## config.mk

```make
export PLATFORM = sky130hd
export DESIGN_NAME = image_loader
export DESIGN_NICKNAME = d
export VERILOG_FILES = /design/src/rtl/image_loader.sv
export SDC_FILE = /design/constraint.sdc
export NUM_CORES = 1
export LEC_CHECK = 0
export CELL_PAD_IN_SITES_DETAIL_PLACEMENT = 1
export CELL_PAD_IN_SITES_GLOBAL_PLACEMENT = 2
export CORE_ASPECT_RATIO = 1.1
export CORE_UTILIZATION = 30
export DETAILED_ROUTE_END_ITERATION = 8
export HOLD_SLACK_MARGIN = 0.06
export MAX_ROUTING_LAYER = met4
export PLACE_DENSITY_LB_ADDON = 0.1
export SYNTH_ARGS = -nofsm -noshare
export SYNTH_HDL_FRONTEND = slang
export SYNTH_SLANG_ARGS = --single-unit
```

## constraint.sdc

```tcl
create_clock -name clk -period 2.95 [get_ports clk]
set_clock_uncertainty 0.15 [all_clocks]
set_input_delay 0.295 -clock clk [delete_from_list [all_inputs] [get_ports clk]]
set_output_delay 0.295 -clock clk [all_outputs]
set_load 0.02 [all_outputs]
```

## src/rtl/image_loader.sv

```systemverilog
// image_loader: receives a block of bytes from a UART into DRAM, enables the
// processor until it reports completion, then streams a DRAM window back out
// through the UART transmitter.
//
// state | meaning
// ------+-----------------------------------------------------------
// IDLE  | waiting for start; lengths and dump base latched on start
// LD_WAIT | waiting for rx_ready
// LD_WR | one-cycle DRAM write of the received byte, rx acknowledge
// RUN   | proc_run high until proc_done
// DP_RD | DRAM address = dump_base + cnt presented
// DP_TX | waiting for tx_busy low, then strobe the read byte out
// DP_GAP | GAP idle cycles so the transmitter can raise tx_busy
// DONE  | done high; start restarts the sequence
//
// Ports:
//   clk, rst_n                  clock, async active-low reset
//   start, load_len             sequence start, bytes to receive
//   dump_base, dump_len         first byte / byte count to send back
//   rx_data, rx_ready, rx_ready_clr   UART receive side
//   tx_busy, tx_data, tx_wr_en        UART transmit side
//   mem_addr, mem_we, mem_wdata, mem_rdata   DRAM (1-cycle read latency)
//   proc_run, proc_done         processor handshake
//   done, state                 completion flag, FSM encoding
module image_loader #(
  parameter int ADDR_W = 17,
  parameter int GAP    = 2
) (
  input  logic              clk,
  input  logic              rst_n,
  input  logic              start,
  input  logic [ADDR_W-1:0] load_len,
  input  logic [ADDR_W-1:0] dump_base,
  input  logic [ADDR_W-1:0] dump_len,
  input  logic [7:0]        rx_data,
  input  logic              rx_ready,
  output logic              rx_ready_clr,
  input  logic              tx_busy,
  output logic [7:0]        tx_data,
  output logic              tx_wr_en,
  output logic [ADDR_W-1:0] mem_addr,
  output logic              mem_we,
  output logic [7:0]        mem_wdata,
  input  logic [7:0]        mem_rdata,
  output logic              proc_run,
  input  logic              proc_done,
  output logic              done,
  output logic [2:0]        state
);

  typedef enum logic [2:0] {
    IDLE    = 3'd0,
    LD_WAIT = 3'd1,
    LD_WR   = 3'd2,
    RUN     = 3'd3,
    DP_RD   = 3'd4,
    DP_TX   = 3'd5,
    DP_GAP  = 3'd6,
    DONE    = 3'd7
  } state_t;

  localparam int GAP_W  = (GAP > 1) ? $clog2(GAP) : 1;
  // A GAP of 0 still spends one cycle in DP_GAP.
  localparam int GAP_LD = (GAP > 0) ? GAP - 1 : 0;

  state_t            state_q, state_d;
  logic [ADDR_W-1:0] cnt_q, cnt_d;
  logic [ADDR_W-1:0] load_len_q, load_len_d;
  logic [ADDR_W-1:0] dump_base_q, dump_base_d;
  logic [ADDR_W-1:0] dump_len_q, dump_len_d;
  logic [ADDR_W-1:0] mem_addr_q, mem_addr_d;
  logic [7:0]        mem_wdata_q, mem_wdata_d;
  logic [7:0]        tx_data_q, tx_data_d;
  logic              tx_wr_en_q, tx_wr_en_d;
  logic [GAP_W-1:0]  gap_q, gap_d;
  logic              wr_q, wr_d;
  logic              proc_run_q, proc_run_d;
  logic              done_q, done_d;

  always_comb begin
    state_d     = state_q;
    cnt_d       = cnt_q;
    load_len_d  = load_len_q;
    dump_base_d = dump_base_q;
    dump_len_d  = dump_len_q;
    mem_addr_d  = mem_addr_q;
    mem_wdata_d = mem_wdata_q;
    tx_data_d   = tx_data_q;
    tx_wr_en_d  = 1'b0;
    gap_d       = gap_q;

    unique case (state_q)
      IDLE, DONE: begin
        if (start) begin
          load_len_d  = load_len;
          dump_base_d = dump_base;
          dump_len_d  = dump_len;
          cnt_d       = '0;
          state_d     = (load_len == '0) ? RUN : LD_WAIT;
        end
      end
      LD_WAIT: begin
        if (rx_ready) begin
          mem_wdata_d = rx_data;
          mem_addr_d  = cnt_q;
          state_d     = LD_WR;
        end
      end
      LD_WR: begin
        cnt_d   = cnt_q + ADDR_W'(1);
        // Compare before the increment so a full-range length never wraps cnt.
        state_d = (cnt_q == load_len_q - ADDR_W'(1)) ? RUN : LD_WAIT;
      end
      RUN: begin
        if (proc_done) begin
          cnt_d = '0;
          if (dump_len_q == '0) begin
            state_d = DONE;
          end else begin
            mem_addr_d = dump_base_q;
            state_d    = DP_RD;
          end
        end
      end
      DP_RD: begin
        state_d = DP_TX;
      end
      DP_TX: begin
        if (!tx_busy) begin
          tx_data_d  = mem_rdata;
          tx_wr_en_d = 1'b1;
          cnt_d      = cnt_q + ADDR_W'(1);
          gap_d      = GAP_W'(GAP_LD);
          state_d    = DP_GAP;
        end
      end
      DP_GAP: begin
        if (gap_q != '0) begin
          gap_d = gap_q - GAP_W'(1);
        end else if (cnt_q == dump_len_q) begin
          state_d = DONE;
        end else begin
          // Address sum is allowed to wrap past the top of DRAM.
          mem_addr_d = dump_base_q + cnt_q;
          state_d    = DP_RD;
        end
      end
      default: state_d = IDLE;
    endcase

    wr_d       = (state_d == LD_WR);
    proc_run_d = (state_d == RUN);
    done_d     = (state_d == DONE);
  end

  always_ff @(posedge clk or negedge rst_n) begin
    if (!rst_n) begin
      state_q     <= IDLE;
      cnt_q       <= '0;
      load_len_q  <= '0;
      dump_base_q <= '0;
      dump_len_q  <= '0;
      mem_addr_q  <= '0;
      mem_wdata_q <= '0;
      tx_data_q   <= '0;
      tx_wr_en_q  <= 1'b0;
      gap_q       <= '0;
      wr_q        <= 1'b0;
      proc_run_q  <= 1'b0;
      done_q      <= 1'b0;
    end else begin
      state_q     <= state_d;
      cnt_q       <= cnt_d;
      load_len_q  <= load_len_d;
      dump_base_q <= dump_base_d;
      dump_len_q  <= dump_len_d;
      mem_addr_q  <= mem_addr_d;
      mem_wdata_q <= mem_wdata_d;
      tx_data_q   <= tx_data_d;
      tx_wr_en_q  <= tx_wr_en_d;
      gap_q       <= gap_d;
      wr_q        <= wr_d;
      proc_run_q  <= proc_run_d;
      done_q      <= done_d;
    end
  end

  assign state        = state_q;
  assign mem_addr     = mem_addr_q;
  assign mem_wdata    = mem_wdata_q;
  assign mem_we       = wr_q;
  assign rx_ready_clr = wr_q;
  assign tx_data      = tx_data_q;
  assign tx_wr_en     = tx_wr_en_q;
  assign proc_run     = proc_run_q;
  assign done         = done_q;

endmodule

```

==> run summary <==
status: complete, no violations
VDD IR-drop max: 384 µV
via count: 5060
Final GP Congestion: 0.814
syn_nets: 698
worst slack, placed: 0.0660 ns
insertion delay to the later sink of the worst-skew pair: 0.37 ns
pwr dens: 979 mW/mm²
Setup crit end kind: flop
Synth Flop Type: dfrtp_1
crit-path leading delay family: simple AND/OR/NAND/NOR gates
Max Slew Vio Count: 0
routed len/inst: 19.1 µm
H-tree Lvls: 3
final wirelength: 18800 µm
Critical Path Most Common Cell: nor3_1
fin crit share: 0.961
Longest Clk Path Bufs: 2
# rows: 55
largest net degree at the start of global routing: 68
Hold Vio Cnt, Final: 0
die area: 0.0214 mm²
initial antenna violation count: 0
initial core utilization: 0.305
cells along the critical path: inv_1 -> ha_1 -> or3b_2 -> or3_1 -> nor3_1 -> xnor2_1 -> nand4_1 -> o41a_1 -> nor3_1
Layout area overhead: 30.4%
WP buf/inv: 1
input/output buffers: 113
Clock Pin Slew Worst Setup and Hold Paths: 0.09 ns
Tmin final: 2.83 ns
1st-iter DRT viols: 130
leak pwr: 3.39 nW
max-cap viol count: 0
Arr. time, crit path: 2.97 ns
commonest non-fill, non-tap cells in the layout: 112 x clkdlybuf4s50_1, 106 x dfrtp_1, 67 x mux2_2, 48 x nor2_1, 38 x xor2_1
CTS Sinks: 109
Root Buffer: clkbuf_16
Register-to-Register Path Depth: 9
setup ws final: 0.116 ns
max incr delay on CP: 0.47 ns
RR Startpoint: load_len_q[0]
synthesized area per cell: 10.3 µm²
Die X: 140 µm
Seq/Total Area, Yosys: 0.436
vias in the first global route: 5544
final setup fails: 0
number of diodes: 0
io pins: 114
max_slew headroom: 0.560
Synth Instances: 606
Critical-path top delay cell: or3b_2
Reg2Reg Capture Point: proc_run
WHS: 0.121 ns
CP Max Fanout: 3
Post-synth EDFFs: 0
RSZ-0062 raised after global routing: yes
post-route ant nets: 0
mapped cell area: 0.00626 mm²
library cells used by synthesis: 63
worst-margin pin slew: 0.653 ns
TritonCTS clock tree: done
Setup Buffers After CTS: 0
gr ovfl total: 0
data required time of the critical path: 3.08 ns
first-pass GRT wire length: 30400 µm
share of layout cells above drive strength 1: 0.200
die height: 153 µm
setup slack, reg-to-reg: 0.12 ns
TNS Setup: 0 ns
HPWL after DPL: 14500 µm
DR DRC count: 0
Final nets: 818
Async SR Flop Fraction: 1.00
drt via density: 5.13
WS Path Type: reg -> reg
fmax: 0.353 GHz
synthesized flop and latch total: 109
YS warnings: 0
FILL cells: 2275
Hold Path Class: in -> async
core region area: 0.0205 mm²
total CTS buffers: 9
commonest non-fill, non-tap cell in the layout: clkdlybuf4s50_1
GRT Overall Usage: 0.191
critical path startpoint category: flop
drt first pass iters: 4
[worst max-delay path by stage]
stage                        from            to  cells past startpoint
CTS                      cnt_q[0]  mem_addr[16]                      9
global route        load_len_q[0]      proc_run                      9
finish              load_len_q[0]      proc_run                      9
floorplan           load_len_q[0]          done                     11
detailed placement    load_len[1]          done                      7
global placement      load_len[1]          done                      7
[area by class of cell]
cell class,count,area (µm²),area share
Timing Repair Buffer,149,1410,0.173
Tap cell,256,320,0.0392
Clock buffer,9,225,0.0276
Clock inverter,7,88.8,0.0109
Multi-Input combinational cell,442,3330,0.408
Sequential cell,109,2730,0.335
Inverter,15,56.3,0.00690
[metal layers]
layer | GRT usage | up-vias | part of all wire
met5 | - | - | 0
met4 | 0.0539 | 0 | 0.018
met3 | 0.0367 | 23 | 0.034
met2 | 0.323 | 99 | 0.50
met1 | 0.229 | 2536 | 0.45
li1 | - | 2402 | -
[logic make-up (layout without fill, tap and decap cells)]
| kind of cell | count (synthesis) | after routing | share of synthesized area |
|---|---|---|---|
| AOI/OAI and AO/OA | 114 | 114 | 0.118 |
| xor gates and xnor gates | 63 | 63 | 0.0882 |
| buffers and inverters | 55 | 180 | 0.0388 |
| adders and majority gates | 19 | 19 | 0.0392 |
| DFF | 109 | 109 | 0.436 |
| and+or+nand+nor | 174 | 174 | 0.152 |
| muxes | 72 | 72 | 0.129 |
[metrics by stage]
step	cells	util	total power, W	instance area, µm²
after CTS	987	0.397	0.00809	8130
after detailed placement	970	0.381	0.00675	7810
after global placement	970	0.381	0.00666	7810
after global routing	987	0.398	0.00857	8160
after floorplan	606	-	0.00521	6260
final	987	0.398	0.00799	8160
[state kept, by name (all words and copies together), names as in the netlist, 3 cells and up]
register / count
tx_data: 8
mem_addr: 17
load_len_q: 17
dump_len_q: 17
cnt_q: 17
state: 3
dump_base_q: 17
mem_wdata: 8
[report_power, final]
group	leakage (nW)	internal, W	switching, W	total [W]
Sequential	1.33	0.00215	0.000650	0.00281
Combinational	1.91	0.00194	0.00195	0.00389
Clock	0.152	0.000613	0.000679	0.00129
[timing repair]
item                                    CTS  global route
endpoints found under the hold margin   109             0
hold buffers                              1             0
endpoints found under the setup margin    0            15
gates resized for setup                   0             8
[worst reg2reg max path: cells and delay by family, from the launching register on]
kind                       cells  cell delay [ns]
AOI/OAI and AO/OA              1             0.43
xor gates and xnor gates       1             0.14
adders and majority gates      1             0.18
buffers and inverters          1             0.07
DFF                            1             0.39
and+or+nand+nor                5             1.39
[synthesized netlist by cell type, types with 2 or more instances]
library cell,number,area share
buf_6,2,0.0036
or3_1,8,0.0080
nand2_1,29,0.017
and3_2,3,0.0036
a211oi_1,2,0.0024
buf_4,3,0.0036
nor2_1,48,0.029
a21o_1,6,0.0072
a21oi_1,29,0.023
inv_1,15,0.0090
a221oi_1,7,0.0098
and2_1,2,0.0020
a31o_2,2,0.0028
nor3_1,6,0.0048
o21bai_1,3,0.0036
a31oi_1,10,0.010
buf_2,7,0.0056
clkbuf_1,26,0.016
nand3b_1,7,0.0084
xor2_1,38,0.053
o21ai_0,31,0.025
a22oi_1,10,0.012
mux2i_1,5,0.0080
nand2b_1,6,0.0060
xnor2_1,25,0.035
nand4_1,9,0.0090
a22o_1,2,0.0028
nor2b_1,4,0.0040
and3b_1,2,0.0028
nor4_1,14,0.014
nor3b_1,8,0.0096
ha_1,18,0.036
or4_4,3,0.0054
dfrtp_1,109,0.44
nand3_1,11,0.0088
and3_1,3,0.0030
mux2_2,67,0.12
Power figures use the tool's default switching activity.
